--- src/rtl/tank_pkg.sv ---
// -----------------------------------------------------------------------------
// tank_pkg
//  Types and constants shared by the tank game blocks (bullet_ctrl, map_rgb).
//  dir_e          : travel direction encoding used on tank_dir_i
//  bullet_state_e : bullet life cycle
//  BLK_*          : map tile type codes, matching the map_rgb tile memory
// -----------------------------------------------------------------------------
package tank_pkg;

  typedef enum logic [1:0] {
    UP    = 2'd0,
    RIGHT = 2'd1,
    DOWN  = 2'd2,
    LEFT  = 2'd3
  } dir_e;

  typedef enum logic [1:0] {
    IDLE   = 2'd0,
    FLY    = 2'd1,
    REPORT = 2'd2
  } bullet_state_e;

  localparam logic [1:0] BLK_EMPTY  = 2'd0;
  localparam logic [1:0] BLK_BRICK  = 2'd1;
  localparam logic [1:0] BLK_WALL   = 2'd2;
  localparam logic [1:0] BLK_BORDER = 2'd3;

  // A tile stops a bullet when it is anything other than empty floor.
  function automatic logic is_hard_block(input logic [1:0] blk);
    return (blk == BLK_BRICK) || (blk == BLK_WALL) || (blk == BLK_BORDER);
  endfunction

endpackage

--- src/rtl/pos_edge_detect.sv ---
// -----------------------------------------------------------------------------
// pos_edge_detect
//  One-clock pulse on a rising edge of a level input.
//  clk_i  : clock
//  rst_ni : synchronous active-low reset (history cleared to 0)
//  sig_i  : level input
//  edge_o : sig_i high now and low on the previous clock
// -----------------------------------------------------------------------------
module pos_edge_detect (
  input  logic clk_i,
  input  logic rst_ni,
  input  logic sig_i,
  output logic edge_o
);

  logic sig_q;

  // NOTE: sequential state uses non-blocking assignment so every flop samples
  // its inputs from before the edge, independent of statement order.
  always_ff @(posedge clk_i) begin
    if (!rst_ni) sig_q <= 1'b0;
    else         sig_q <= sig_i;
  end

  assign edge_o = sig_i & ~sig_q;

endmodule

--- src/rtl/bullet_ctrl.sv ---
// -----------------------------------------------------------------------------
// bullet_ctrl
//  Owns one tank bullet: launch on a fire edge, per-frame motion, raster-time
//  hit detection against map flags, bullet pixels and the erode pulse for
//  map_rgb. Shares hpos/vpos timing with map_rgb.
//
//  Optional feature: define BULLET_COOLDOWN_EN to lock out refire for
//  COOLDOWN_FRAMES frames after the bullet returns to IDLE.
//
//  Ports
//   clk_i, rst_ni            pixel clock, synchronous active-low reset
//   frame_start_i            1-clk pulse at hpos=0, vpos=0
//   display_enable_i         raster in visible area
//   hpos_i, vpos_i           raster position
//   fire_i                   fire button level
//   tank_x_i/y_i/dir_i       launch box top-left and direction
//   all_hard_block_i         raster tile is brick, wall or border
//   destroyable_block_i      raster tile is a brick with nonzero state
//   bullet_collide_o         1-clk pulse on the tile to erode
//   bullet_active_o          bullet not IDLE
//   bullet_enable_o          raster inside flying bullet box
//   bullet_red/green/blue_o  bullet colour when bullet_enable_o, else 0
// -----------------------------------------------------------------------------
module bullet_ctrl
  import tank_pkg::*;
#(
  parameter int                    COLOR_BITS      = 24,
  parameter int                    BULLET_SIZE     = 4,
  parameter int                    SPEED           = 2,
  parameter logic [COLOR_BITS-1:0] BULLET_COLOR    = 24'hFFFFFF,
  parameter int                    COOLDOWN_FRAMES = 30
) (
  input  logic                    clk_i,
  input  logic                    rst_ni,
  input  logic                    frame_start_i,
  input  logic                    display_enable_i,
  input  logic [9:0]              hpos_i,
  input  logic [9:0]              vpos_i,
  input  logic                    fire_i,
  input  logic [9:0]              tank_x_i,
  input  logic [9:0]              tank_y_i,
  input  logic [1:0]              tank_dir_i,
  input  logic                    all_hard_block_i,
  input  logic                    destroyable_block_i,
  output logic                    bullet_collide_o,
  output logic                    bullet_active_o,
  output logic                    bullet_enable_o,
  output logic [COLOR_BITS/3-1:0] bullet_red_o,
  output logic [COLOR_BITS/3-1:0] bullet_green_o,
  output logic [COLOR_BITS/3-1:0] bullet_blue_o
);

  localparam int         CH       = COLOR_BITS / 3;
  localparam logic [10:0] MAX_POS = 11'(1023 - BULLET_SIZE);
  localparam logic [10:0] STEP    = 11'(SPEED);
  localparam logic [9:0]  BOX_END = 10'(BULLET_SIZE - 1);
  localparam int          CD_W    = $clog2(COOLDOWN_FRAMES + 1);

  bullet_state_e state_q, state_d;
  logic [9:0]    bx_q, bx_d, by_q, by_d;
  dir_e          dir_q, dir_d;
  logic          hit_q, hit_d;
  logic          hit_destr_q, hit_destr_d;  // hit tile was a live brick
  logic          pulsed_q, pulsed_d;        // erode pulse already sent this REPORT
  logic          collide;

  logic            fire_edge;
  logic            accept;
  logic [CD_W-1:0] cooldown_cnt;
  logic            in_box;
  logic [10:0]     nx, ny;
  logic            oob;

  pos_edge_detect u_fire_edge (
    .clk_i  (clk_i),
    .rst_ni (rst_ni),
    .sig_i  (fire_i),
    .edge_o (fire_edge)
  );

`ifdef BULLET_COOLDOWN_EN
  logic [CD_W-1:0] cd_q;

  // Only the two normal return paths reach IDLE through state_d; reset is
  // handled in the register and clears the counter instead.
  always_ff @(posedge clk_i) begin
    if (!rst_ni)                                cd_q <= '0;
    else if (state_q != IDLE && state_d == IDLE) cd_q <= CD_W'(COOLDOWN_FRAMES);
    else if (frame_start_i && cd_q != '0)       cd_q <= cd_q - 1'b1;
  end

  assign cooldown_cnt = cd_q;
`else
  assign cooldown_cnt = '0;
`endif

  assign accept = fire_edge && (cooldown_cnt == '0);

  // Bounds never overflow: bx/by are held at or below 1023-BULLET_SIZE.
  assign in_box = display_enable_i &&
                  (hpos_i >= bx_q) && (hpos_i <= bx_q + BOX_END) &&
                  (vpos_i >= by_q) && (vpos_i <= by_q + BOX_END);

  // Candidate step, one bit wider so underflow/overflow is visible.
  always_comb begin
    nx  = {1'b0, bx_q};
    ny  = {1'b0, by_q};
    oob = 1'b0;
    unique case (dir_q)
      UP:    begin oob = ny < STEP; ny = ny - STEP; end
      RIGHT: begin nx  = nx + STEP; oob = nx > MAX_POS; end
      DOWN:  begin ny  = ny + STEP; oob = ny > MAX_POS; end
      LEFT:  begin oob = nx < STEP; nx = nx - STEP; end
      default: ;
    endcase
  end

  // NOTE: every signal written here gets a default first, so no path can
  // leave one unassigned and infer a latch.
  always_comb begin
    state_d     = state_q;
    bx_d        = bx_q;
    by_d        = by_q;
    dir_d       = dir_q;
    hit_d       = hit_q;
    hit_destr_d = hit_destr_q;
    pulsed_d    = pulsed_q;
    collide     = 1'b0;

    unique case (state_q)
      IDLE: begin
        if (accept) begin
          bx_d        = tank_x_i;
          by_d        = tank_y_i;
          dir_d       = dir_e'(tank_dir_i);
          hit_d       = 1'b0;
          hit_destr_d = 1'b0;
          pulsed_d    = 1'b0;
          state_d     = FLY;
        end
      end
      FLY: begin
        if (in_box && all_hard_block_i) begin
          hit_d = 1'b1;
          if (destroyable_block_i) hit_destr_d = 1'b1;
        end
        // hit_d already includes this clock's sample, so a hit on the
        // frame_start pixel still wins over the step.
        if (frame_start_i) begin
          if (hit_d)    state_d = REPORT;
          else if (oob) state_d = IDLE;
          else begin
            bx_d = nx[9:0];
            by_d = ny[9:0];
          end
        end
      end
      REPORT: begin
        if (in_box && destroyable_block_i && hit_destr_q && !pulsed_q) begin
          collide  = 1'b1;
          pulsed_d = 1'b1;
        end
        if (frame_start_i) begin
          state_d     = IDLE;
          hit_d       = 1'b0;
          hit_destr_d = 1'b0;
          pulsed_d    = 1'b0;
        end
      end
      default: state_d = IDLE;
    endcase
  end

  // NOTE: reset is sampled on the clock edge (synchronous), and clears every
  // control register so the first post-reset clock starts from IDLE.
  always_ff @(posedge clk_i) begin
    if (!rst_ni) begin
      state_q     <= IDLE;
      bx_q        <= '0;
      by_q        <= '0;
      dir_q       <= UP;
      hit_q       <= 1'b0;
      hit_destr_q <= 1'b0;
      pulsed_q    <= 1'b0;
    end else begin
      state_q     <= state_d;
      bx_q        <= bx_d;
      by_q        <= by_d;
      dir_q       <= dir_d;
      hit_q       <= hit_d;
      hit_destr_q <= hit_destr_d;
      pulsed_q    <= pulsed_d;
    end
  end

  // Gating with rst_ni kills a pending pulse in the reset clock itself.
  assign bullet_collide_o = collide && rst_ni;
  assign bullet_active_o  = (state_q != IDLE);
  assign bullet_enable_o  = in_box && (state_q == FLY);

  // BULLET_COLOR is packed {blue, green, red}.
  assign bullet_red_o   = bullet_enable_o ? BULLET_COLOR[CH-1:0]      : '0;
  assign bullet_green_o = bullet_enable_o ? BULLET_COLOR[2*CH-1:CH]   : '0;
  assign bullet_blue_o  = bullet_enable_o ? BULLET_COLOR[3*CH-1:2*CH] : '0;

endmodule

--- config.mk ---
export PLATFORM = sky130hd
export DESIGN_NAME = bullet_ctrl
export DESIGN_NICKNAME = d
export VERILOG_FILES = /design/src/rtl/tank_pkg.sv /design/src/rtl/pos_edge_detect.sv /design/src/rtl/bullet_ctrl.sv
export SDC_FILE = /design/constraint.sdc
export NUM_CORES = 1
export LEC_CHECK = 0
export ABC_AREA = 1
export BUFFER_PORTS_ARGS = -buffer_cell sky130_fd_sc_hd__buf_2
export CORE_ASPECT_RATIO = 1.25
export CORE_MARGIN = 1.5
export CORE_UTILIZATION = 30
export CTS_CLUSTER_SIZE = 28
export DETAILED_ROUTE_END_ITERATION = 7
export PLACE_DENSITY = 0.46
export SYNTH_ARGS = -nofsm -noshare
export SYNTH_HDL_FRONTEND = slang
export SYNTH_SLANG_ARGS = --single-unit
--- constraint.sdc ---
create_clock -name clk_i -period 8 [get_ports clk_i]
set_input_delay 0.4 -clock clk_i [delete_from_list [all_inputs] [get_ports clk_i]]
set_output_delay 0.4 -clock clk_i [all_outputs]
set_load 0.01 [all_outputs]
# == After elaboration in Yosys (flattened, before gate mapping) ==
# Cells that the tools add are included.
# classes
multipliers,0
shift,0
div,0
addsub,6
muxes,33
bitwise,2
order_cmp,8
reduce_logical,24
eq_ne,16
# ops
cell,n
$mux 10,8
$pmux 10 s2,4
$add 10x2->11 const B,2
$gt 11x10->1 const B,2
$add 10x2->10 const B,2
$ge 10x10->1,2
$le 10x10->1,2
$lt 10x2->1 const B,2
$sub 10x2->10 const B,2
$ne 2x2->1 const B,7
$reduce_and 6->1,2
$logic_and 1x1->1,10
$mux 1,10
$mux 2,5
$mux 8,1
$eq 2x2->1 const B,3
$ne 3x1->1 const B,2
$ne 3x3->1 const B,2
$pmux 1 s3,2
$pmux 2 s3,1
$reduce_and 3->1,2
$reduce_bool 2->1,3
$reduce_and 5->1,1
$eq 2x1->1 const B,2
9 further kinds,10
# word_totals
input_bits,49
reg_bits,28
latch_bits,0
mem_bits_ro,0
output_inout_bits,27
mem_count,0
word_cells,97
ram_bits,0

# == Depth between registers and ports, before layout ==
# Gate-level depths: netlist of run 1.
# depth
word_depth,11
mapped_depth,25
mapped_depth_nobuf,24

# == Hierarchy ==
# From an unflattened synthesis of run 1, not the netlist that was laid out.
# unflattened
cells_unflattened,626
hier_area_um2,3846.2
# modules_own_cells
mod,seq_area_each_um2,instances,cells_per_inst,area_each_um2
bullet_ctrl,540.5,1,621,3808.7
pos_edge_detect,20.0,1,5,37.5

# == Least setup slack after synthesis of run 1 ==
# OpenSTA, ideal clock, no wires.
# synth_timing
kind,register to output
start,register bx_q[1]
end,output port bullet_blue_o[0]
path_stages_with_launch,18
required_ns,7.600
path_buffers,1
t_arrival_ns,3.296
setup_slack_ns,4.304
cell_sequence,dfxtp_1 inv_1 ha_1 nand2_1 nand2_1 nand3_1 nor3_1 xor2_1 ha_1 a21o_1 nor2_1 nand3_1 nand2_1 inv_1 nor2_1 nand3_1 nor2_1 buf_4
# synth_via
elab_chain_len,7
word_cells_on_any_way,9
classes_between,1 x add/sub; 2 x order compare; 1 x mux; 5 x reduce/logical
# synth_lines
item,line,rtl
start: declaration,bullet_ctrl.sv:60,"logic [9:0] bx_q, bx_d, by_q, by_d;"
start signal: assignment,bullet_ctrl.sv:179,bx_q <= '0;
start signal: assignment,bullet_ctrl.sv:187,bx_q <= bx_d;
$add 10x2->10 or $ge 10x10->1 (tied branches),bullet_ctrl.sv:101,(hpos_i >= bx_q) && (hpos_i <= bx_q + BOX_END) &&
$le 10x10->1 or $logic_and 1x1->1 (tied branches),"bullet_ctrl.sv:101, bullet_ctrl.sv:100",
$logic_and 1x1->1 (*) (2 in series),bullet_ctrl.sv:101,
$logic_and 1x1->1 (*),bullet_ctrl.sv:102,(vpos_i >= by_q) && (vpos_i <= by_q + BOX_END);
$logic_and 1x1->1 (*),bullet_ctrl.sv:199,assign bullet_enable_o = in_box && (state_q == FLY);
via bullet_enable_o,bullet_ctrl.sv:47,"output logic bullet_enable_o,"
$mux 8 (*),bullet_ctrl.sv:204,assign bullet_blue_o = bullet_enable_o ? BULLET_COLOR[3*CH-1:2*CH] : '0;
end: declaration,bullet_ctrl.sv:50,output logic [COLOR_BITS/3-1:0] bullet_blue_o
# The timed path passes the listed nets; every way through them passes the cells marked *.

# == Worst setup path in the final report of run 1 ==
# layout_timing
start,register bx_q[2]
end,output port bullet_blue_o[1]
# layout_via
elab_chain_len,7
word_cells_on_any_way,9
classes_between,1 x add/sub; 2 x order compare; 1 x mux; 5 x reduce/logical
# layout_lines
item,line
$add 10x2->10 or $ge 10x10->1 (tied branches),bullet_ctrl.sv:101
$le 10x10->1 or $logic_and 1x1->1 (tied branches),"bullet_ctrl.sv:101, bullet_ctrl.sv:100"
$logic_and 1x1->1 (*) (2 in series),bullet_ctrl.sv:101
$logic_and 1x1->1 (*),bullet_ctrl.sv:102
$logic_and 1x1->1 (*),bullet_ctrl.sv:199
$mux 8 (*),bullet_ctrl.sv:204
# Mark *: on every way between the ends. The rest lies on a longest branch, timed or not.

==> results of run 1 <==
==> flip-flops by register name, summed over array words and instances, names as in the netlist <==
register           cells
dir_q                  2
bx_q                  10
pulsed_q               1
by_q                  10
hit_destr_q            1
hit_q                  1
state_q                2
u_fire_edge.sig_q      1
==> layout by cell type, fill, tap and decap left out, drive strengths merged, types with 2 or more instances in the layout <==
cell type and instances:
xor2 21, a21o 2, nor3 8, a31oi 8, o31ai 2, dfxtp 28
buf 76, ha 52, o22ai 2, a21oi 28, nand3 34, o21bai 4
nand2 169, o21ai 27, clkbuf 3, nand4 11, inv 70, a211oi 3
nor4 3, or2 3, nor2 94
==> final cells by class <==
type	count	area, um2
fill	1413	8010
inverter	71	267
clock buffer	3	75.1
multi-input combinational	478	2690
clock inverter	1	30.0
timing repair buffer	76	383
sequential	28	561
tap	164	205
==> metrics by stage <==
stage,total power (uW),utilization (%),std cells
after global routing,915,34.4,821
after CTS,835,34.4,821
after global placement,671,33.6,817
after floorplan,555,-,613
after detailed placement,676,33.6,817
final,830,34.4,821
==> routing by layer <==
layer  global-route usage [%]  part of all wire (%)  wire (um)  up-vias
li1                         -                     -          -     2051
met1                     19.7                    41       4630     1760
met2                     31.9                    50       5630       96
met3                     1.52                   3.8        424       26
met4                     8.27                   4.3        482        0
met5                        0                     0          0        -
==> power groups by stage <==
| stage | Sequential [uW] | Clock, uW | Combinational (uW) |
|---|---|---|---|
| final | 209 | 157 | 464 |
| after CTS | 209 | 159 | 467 |
| after global routing | 215 | 163 | 537 |
| after global placement | 213 | 0 | 458 |
| after detailed placement | 212 | 0 | 464 |
| after floorplan | 194 | 0 | 362 |
==> critical path: stages (launching register included) <==
cell	delay, ns
dfxtp_1	0.47
ha_1	0.34
inv_1	0.07
nand2_1	0.12
nand3_1	0.12
nor3_1	0.21
xor2_1	0.10
ha_1	0.30
nand2_1	0.08
nor2_1	0.22
nand4_1	0.13
nand2_1	0.09
inv_1	0.04
nor2_1	0.19
nand3_1	0.15
nor2_1	0.80
buf_2	0.28
==> worst max path at each step <==
stage,start,to,slack [ns],cells past startpoint
finish,bx_q[2]$_SDFFE_PN0P_,bullet_blue_o[1],3.61,16
global route,bx_q[1]$_SDFFE_PN0P_,bullet_red_o[2],3.08,17
CTS,bx_q[2]$_SDFFE_PN0P_,bullet_blue_o[1],3.51,16
detailed placement,bx_q[2]$_SDFFE_PN0P_,bullet_blue_o[1],3.82,16
global placement,bx_q[2]$_SDFFE_PN0P_,bullet_blue_o[2],3.93,16
floorplan,bx_q[1]$_SDFFE_PN0P_,bullet_blue_o[0],4.30,17
==> kinds of logic (layout without fill, tap and decap cells) <==
group                      after synthesis  in the layout  synth area share [%]
xor gates and xnor gates                21             21                  4.86
buffers and inverters                  107            151                  14.2
adders and majority gates               52             52                  17.2
AOI/OAI and AO/OA                       80             80                  12.0
DFF                                     28             28                  14.8
and+or+nand+nor                        325            325                  37.0
==> flow_metrics.env, run 1 <==
export IMPL_r2r_end="bx_q[8]$_SDFFE_PN0P_"
export IMPL_synthTopCellsByCount="164 x nand2_1, 90 x nor2_1, 69 x inv_1"
export IMPL_min_path_cells=3
export IMPL_antenna_found_initial=0
export IMPL_layout_nets=759
export IMPL_internal_power_uw=429
export IMPL_cts_tree="yes"
export IMPL_postCtsSetupBuffers=0
export IMPL_finalInstanceArea_mm2=0.00421
export IMPL_post_cts_resized=0
export IMPL_core_mm2=0.0122
export IMPL_critical_path_class="flop to output pin"
export IMPL_yosysTopAreaCellShare_pct=17.2
export IMPL_rsz0062_at_grt="no"
export IMPL_drtIter0Drc=123
export IMPL_avgRoutedWirePerCell_um=13.6
export IMPL_clock_sinks=28
export IMPL_whs_endpoint="u_fire_edge.sig_q$_SDFF_PN0_"
export IMPL_cp_end_kind="output pin"
export IMPL_gp_congestion=0.836
export IMPL_grt_pass1_wl_um=18200
export IMPL_drc=0
export IMPL_routed_via_density=4.79
export IMPL_hold_path_startpoint="fire_i"
export IMPL_finalClockSkew_ns=0.00366
export IMPL_insertion_delay_ns=0.27
export IMPL_seq_power_share_pct=25.2
export IMPL_rr_worst_depth=20
export IMPL_p_sw_share_pct=48.3
export IMPL_fin_hold_ws_ns=0.322
export IMPL_setup_violations=0
export IMPL_pre_cts_ws_ns=3.82
export IMPL_synth_main_ff_cell="dfxtp_1"
export IMPL_synth_edff_count=0
export IMPL_required_ns=7.60
export IMPL_yosysMostFrequentCell="nand2_1"
export IMPL_ctsHoldBuffers=0
export IMPL_start_kind="flop"
export IMPL_power_density_mw_per_mm2=197
export IMPL_dieArea_mm2=0.0133
export IMPL_h_tree_depth=1
export IMPL_hold_class="primary input to flop"
export IMPL_cts_root_buffer="clkbuf_16"
export IMPL_p_switching_uw=400
export IMPL_rrSetupSlack_ns=4.51
export IMPL_routed_wl_um=11200
export IMPL_worstPathArrival_ns=3.99
export IMPL_avgSynthCellArea_um2=6.17
export IMPL_place_hpwl_um=9160
export IMPL_ys_types=40
export IMPL_io_pins=76
export IMPL_status="completed"
export IMPL_synth_area_top_cells="ha_1 17%, nand2_1 16%, dfxtp_1 15%"
export IMPL_synth_seq_cells=28
export IMPL_worst_slack_ns=3.61
export IMPL_fin_crit_sh_pct=54.8
export IMPL_place_port_buffers=75
export IMPL_start_util_pct=31.0
export IMPL_finalSetupTns_ns=0
export IMPL_fp_row_count=45
export IMPL_clockBufferDepth=2
export IMPL_syn_nets=714
export IMPL_synth_top_cell_by_area="ha_1"
export IMPL_maxSlewHeadroom_pct=30.8
export IMPL_grt_pass1_vias=3887
export IMPL_grtUsageTotal_pct=17.4
export IMPL_synthCells=613
export IMPL_pwr_share_clk_pct=18.9
export IMPL_clk_pin_slew_ns=0.08
export IMPL_yosysWarnings=0
export IMPL_finalHoldViolations=0
export IMPL_placed_area_mm2=0.00410
export IMPL_grt_overflow_total=0
export IMPL_async_flop_share_pct=0
export IMPL_area_growth_pct=11.2
export IMPL_ir_worst_vdd_mv=0.112
export IMPL_fp_dieW_um=103
export IMPL_r2r_start="bx_q[2]$_SDFFE_PN0P_"
export IMPL_num_antenna_cells=0
export IMPL_worst_slew_pin_slew_ns=1.03
export IMPL_dr_pass1_iters=4
export IMPL_seq_area_frac_synth_pct=14.8
export IMPL_ant_nets=0
export IMPL_grt_max_degree=26
export IMPL_power_leakage_uw=0.00217
export IMPL_layout_drive_gt1_share_pct=14.8
export IMPL_cts_inserted_buffers=3
export IMPL_dieHeight_um=129
export IMPL_finalCriticalPeriod_ns=4.39
export IMPL_critPathMaxFanout=25
export IMPL_vias=3933
export IMPL_fmax_ghz=0.228
export IMPL_cap_violations=0
export IMPL_netlist_area_mm2=0.00378
export IMPL_combPwrFrac_pct=55.9
export IMPL_drv_slew=0
Note: power is estimated with default switching activity, not from simulation.
==> run 2: changes to the inputs <==
clock period = 4.24 ns   (was 8 ns; I/O delays follow)
==> run 2 against run 1 <==
- worst setup slack got worse by 3.2 ns
- non-clock buffer count up 6
- register-to-register slack got worse by 3.8 ns
- die area did not move
- via count fell by 0.89%
- critical path depth is 1 higher
- worst hold slack lost 0.19 ns
- cell count increased by 0.73%
- routed wire length grew 0.97%
- global-route usage hardly changed
- design area up 1.5%
- clock power is 85% higher
==> flow_metrics.env, run 2 (same netlist as run 1, synthesis figures left out) <==
export IMPL_clockBufferDepth=2
export IMPL_drv_slew=0
export IMPL_clock_sinks=28
export IMPL_status="completed"
export IMPL_io_pins=76
export IMPL_dieHeight_um=129
export IMPL_finalSetupTns_ns=0
export IMPL_critPathMaxFanout=6
export IMPL_setup_violations=0
export IMPL_area_growth_pct=12.9
export IMPL_h_tree_depth=1
export IMPL_clk_pin_slew_ns=0.08
export IMPL_seq_power_share_pct=25.3
export IMPL_critPathLaunch="bx_q[1]$_SDFFE_PN0P_"
export IMPL_finalClockSkew_ns=0.00657
export IMPL_grt_max_degree=26
export IMPL_grt_overflow_total=0
export IMPL_cts_inserted_buffers=3
export IMPL_avgRoutedWirePerCell_um=13.6
export IMPL_reg_largest_list="bx_q x10, by_q x10"
export IMPL_worst_slew_pin_slew_ns=0.791
export IMPL_combPwrFrac_pct=56.3
export IMPL_cts_tree="yes"
export IMPL_dr_pass1_iters=4
export IMPL_power_density_mw_per_mm2=369
export IMPL_finalCriticalPeriod_ns=3.79
export IMPL_p_sw_share_pct=47.8
export IMPL_start_kind="flop"
export IMPL_grtUsageTotal_pct=17.4
export IMPL_drc=0
export IMPL_internal_power_uw=821
export IMPL_worstPathArrival_ns=3.58
export IMPL_antenna_found_initial=0
export IMPL_drtIter0Drc=145
export IMPL_pwr_share_clk_pct=18.4
export IMPL_hold_path_startpoint="fire_i"
export IMPL_fp_row_count=45
export IMPL_insertion_delay_ns=0.27
export IMPL_layout_commonest_cell="nand2_1"
export IMPL_dieArea_mm2=0.0133
export IMPL_ir_worst_vdd_mv=0.198
export IMPL_layout_drive_gt1_share_pct=16.3
export IMPL_vias=3898
export IMPL_power_leakage_uw=0.00220
export IMPL_ant_nets=0
export IMPL_fin_crit_sh_pct=89.4
export IMPL_cp_end_kind="output pin"
export IMPL_r2r_start="bx_q[1]$_SDFFE_PN0P_"
export IMPL_maxSlewHeadroom_pct=47.2
export IMPL_finalHoldViolations=0
export IMPL_routed_via_density=4.71
export IMPL_p_switching_uw=753
export IMPL_start_util_pct=31.0
export IMPL_ctsHoldBuffers=0
export IMPL_hold_class="primary input to flop"
export IMPL_num_antenna_cells=0
export IMPL_layout_nets=765
export IMPL_gp_congestion=0.866
export IMPL_critical_path_class="flop to output pin"
export IMPL_rsz0062_at_grt="no"
export IMPL_fmax_ghz=0.264
export IMPL_grt_pass1_wl_um=18000
export IMPL_cts_root_buffer="clkbuf_16"
export IMPL_required_ns=4.03
export IMPL_fp_dieW_um=103
export IMPL_finish_utilization_pct=35.0
export IMPL_cap_violations=0
export IMPL_grt_pass1_vias=3688
export IMPL_place_port_buffers=75
export IMPL_core_mm2=0.0122
export IMPL_final_cell_mix="164 x nand2_1, 90 x nor2_1, 75 x buf_2"
export IMPL_routed_wl_um=11300
export IMPL_place_hpwl_um=9220
run 2: cell count changes in the layout (fill, tap and decap cells not counted):
cell | before | now
inv_1 | 69 | 68
dfxtp_2 | 0 | 1
dfxtp_1 | 28 | 27
clkinvlp_4 | 0 | 1
ha_2 | 0 | 1
nor3_1 | 8 | 7
buf_4 | 1 | 7
nor4_2 | 0 | 1
ha_1 | 52 | 51
nor4_1 | 3 | 2
nor3_2 | 0 | 1
run 2: stage by stage:
step | worst slack [ns] | instances | power (uW) | area (um2) | hold slack, ns
global route | 0.0661 | 827 | 1750 | 4270 | 0.145
global placement | 0.576 | 818 | 1270 | 4110 | 0.406
floorplan | 0.732 | 613 | 1050 | 3780 | 0.305
CTS | 0.216 | 822 | 1570 | 4210 | 0.136
finish | 0.448 | 827 | 1570 | 4270 | 0.135
detailed placement | 0.519 | 818 | 1280 | 4110 | 0.413
run 2: per-layer routing:
layer | vias to the layer above | wire length (um) | track usage (%)
met5 | - | 0 | 0
met4 | 0 | 282 | 5.25
met3 | 13 | 253 | 1.25
met2 | 77 | 5840 | 32.8
met1 | 1742 | 4890 | 20.5
li1 | 2066 | - | -
run 2: power by group through the flow:
stage / registers [uW] / clock network [uW] / logic (uW)
6_report: 398 / 290 / 886
5_1_grt: 408 / 307 / 1030
4_1_cts: 396 / 295 / 880
3_5_place_dp: 401 / 0 / 876
3_3_place_gp: 403 / 0 / 865
2_1_floorplan: 365 / 0 / 682
run 2: final cells by class:
type | count | area, um2
sequential | 28 | 562
timing repair buffer | 82 | 428
clock inverter | 1 | 30.0
inverter | 71 | 270
multi-input combinational | 478 | 2700
fill | 1377 | 7950
tap | 164 | 205
clock buffer | 3 | 75.1
run 2: critical path, stage by stage (launching register included):
cell and delay [ns]:
dfxtp_1 0.45, clkinvlp_4 0.21, buf_4 0.18, ha_1 0.22, nor2_1 0.18, nand2_1 0.09, xor2_1 0.16, ha_1 0.28
nand2_1 0.06, nor2_1 0.21, nand4_1 0.11, nand2_1 0.08, inv_1 0.04, nor2_1 0.26, nand3_1 0.19, nor4_2 0.20
nor3b_1 0.24, buf_2 0.17
run 2: worst paths after layout:
path / to / slack (ns) / cells past startpoint
worst max-delay path: bullet_collide_o / 0.45 / 17
worst min-delay path: u_fire_edge.sig_q$_SDFF_PN0_ / 0.14 / 3
worst max register to register: bx_q[4]$_SDFFE_PN0P_ / 0.71 / 20
worst min register to register: hit_q$_SDFFE_PN0P_ / 0.47 / 2
run 2: timing repair:
item	4_1_cts	5_1_grt
setup endpoints to repair	0	1
buffers inserted	0	5
gates resized for setup	0	5
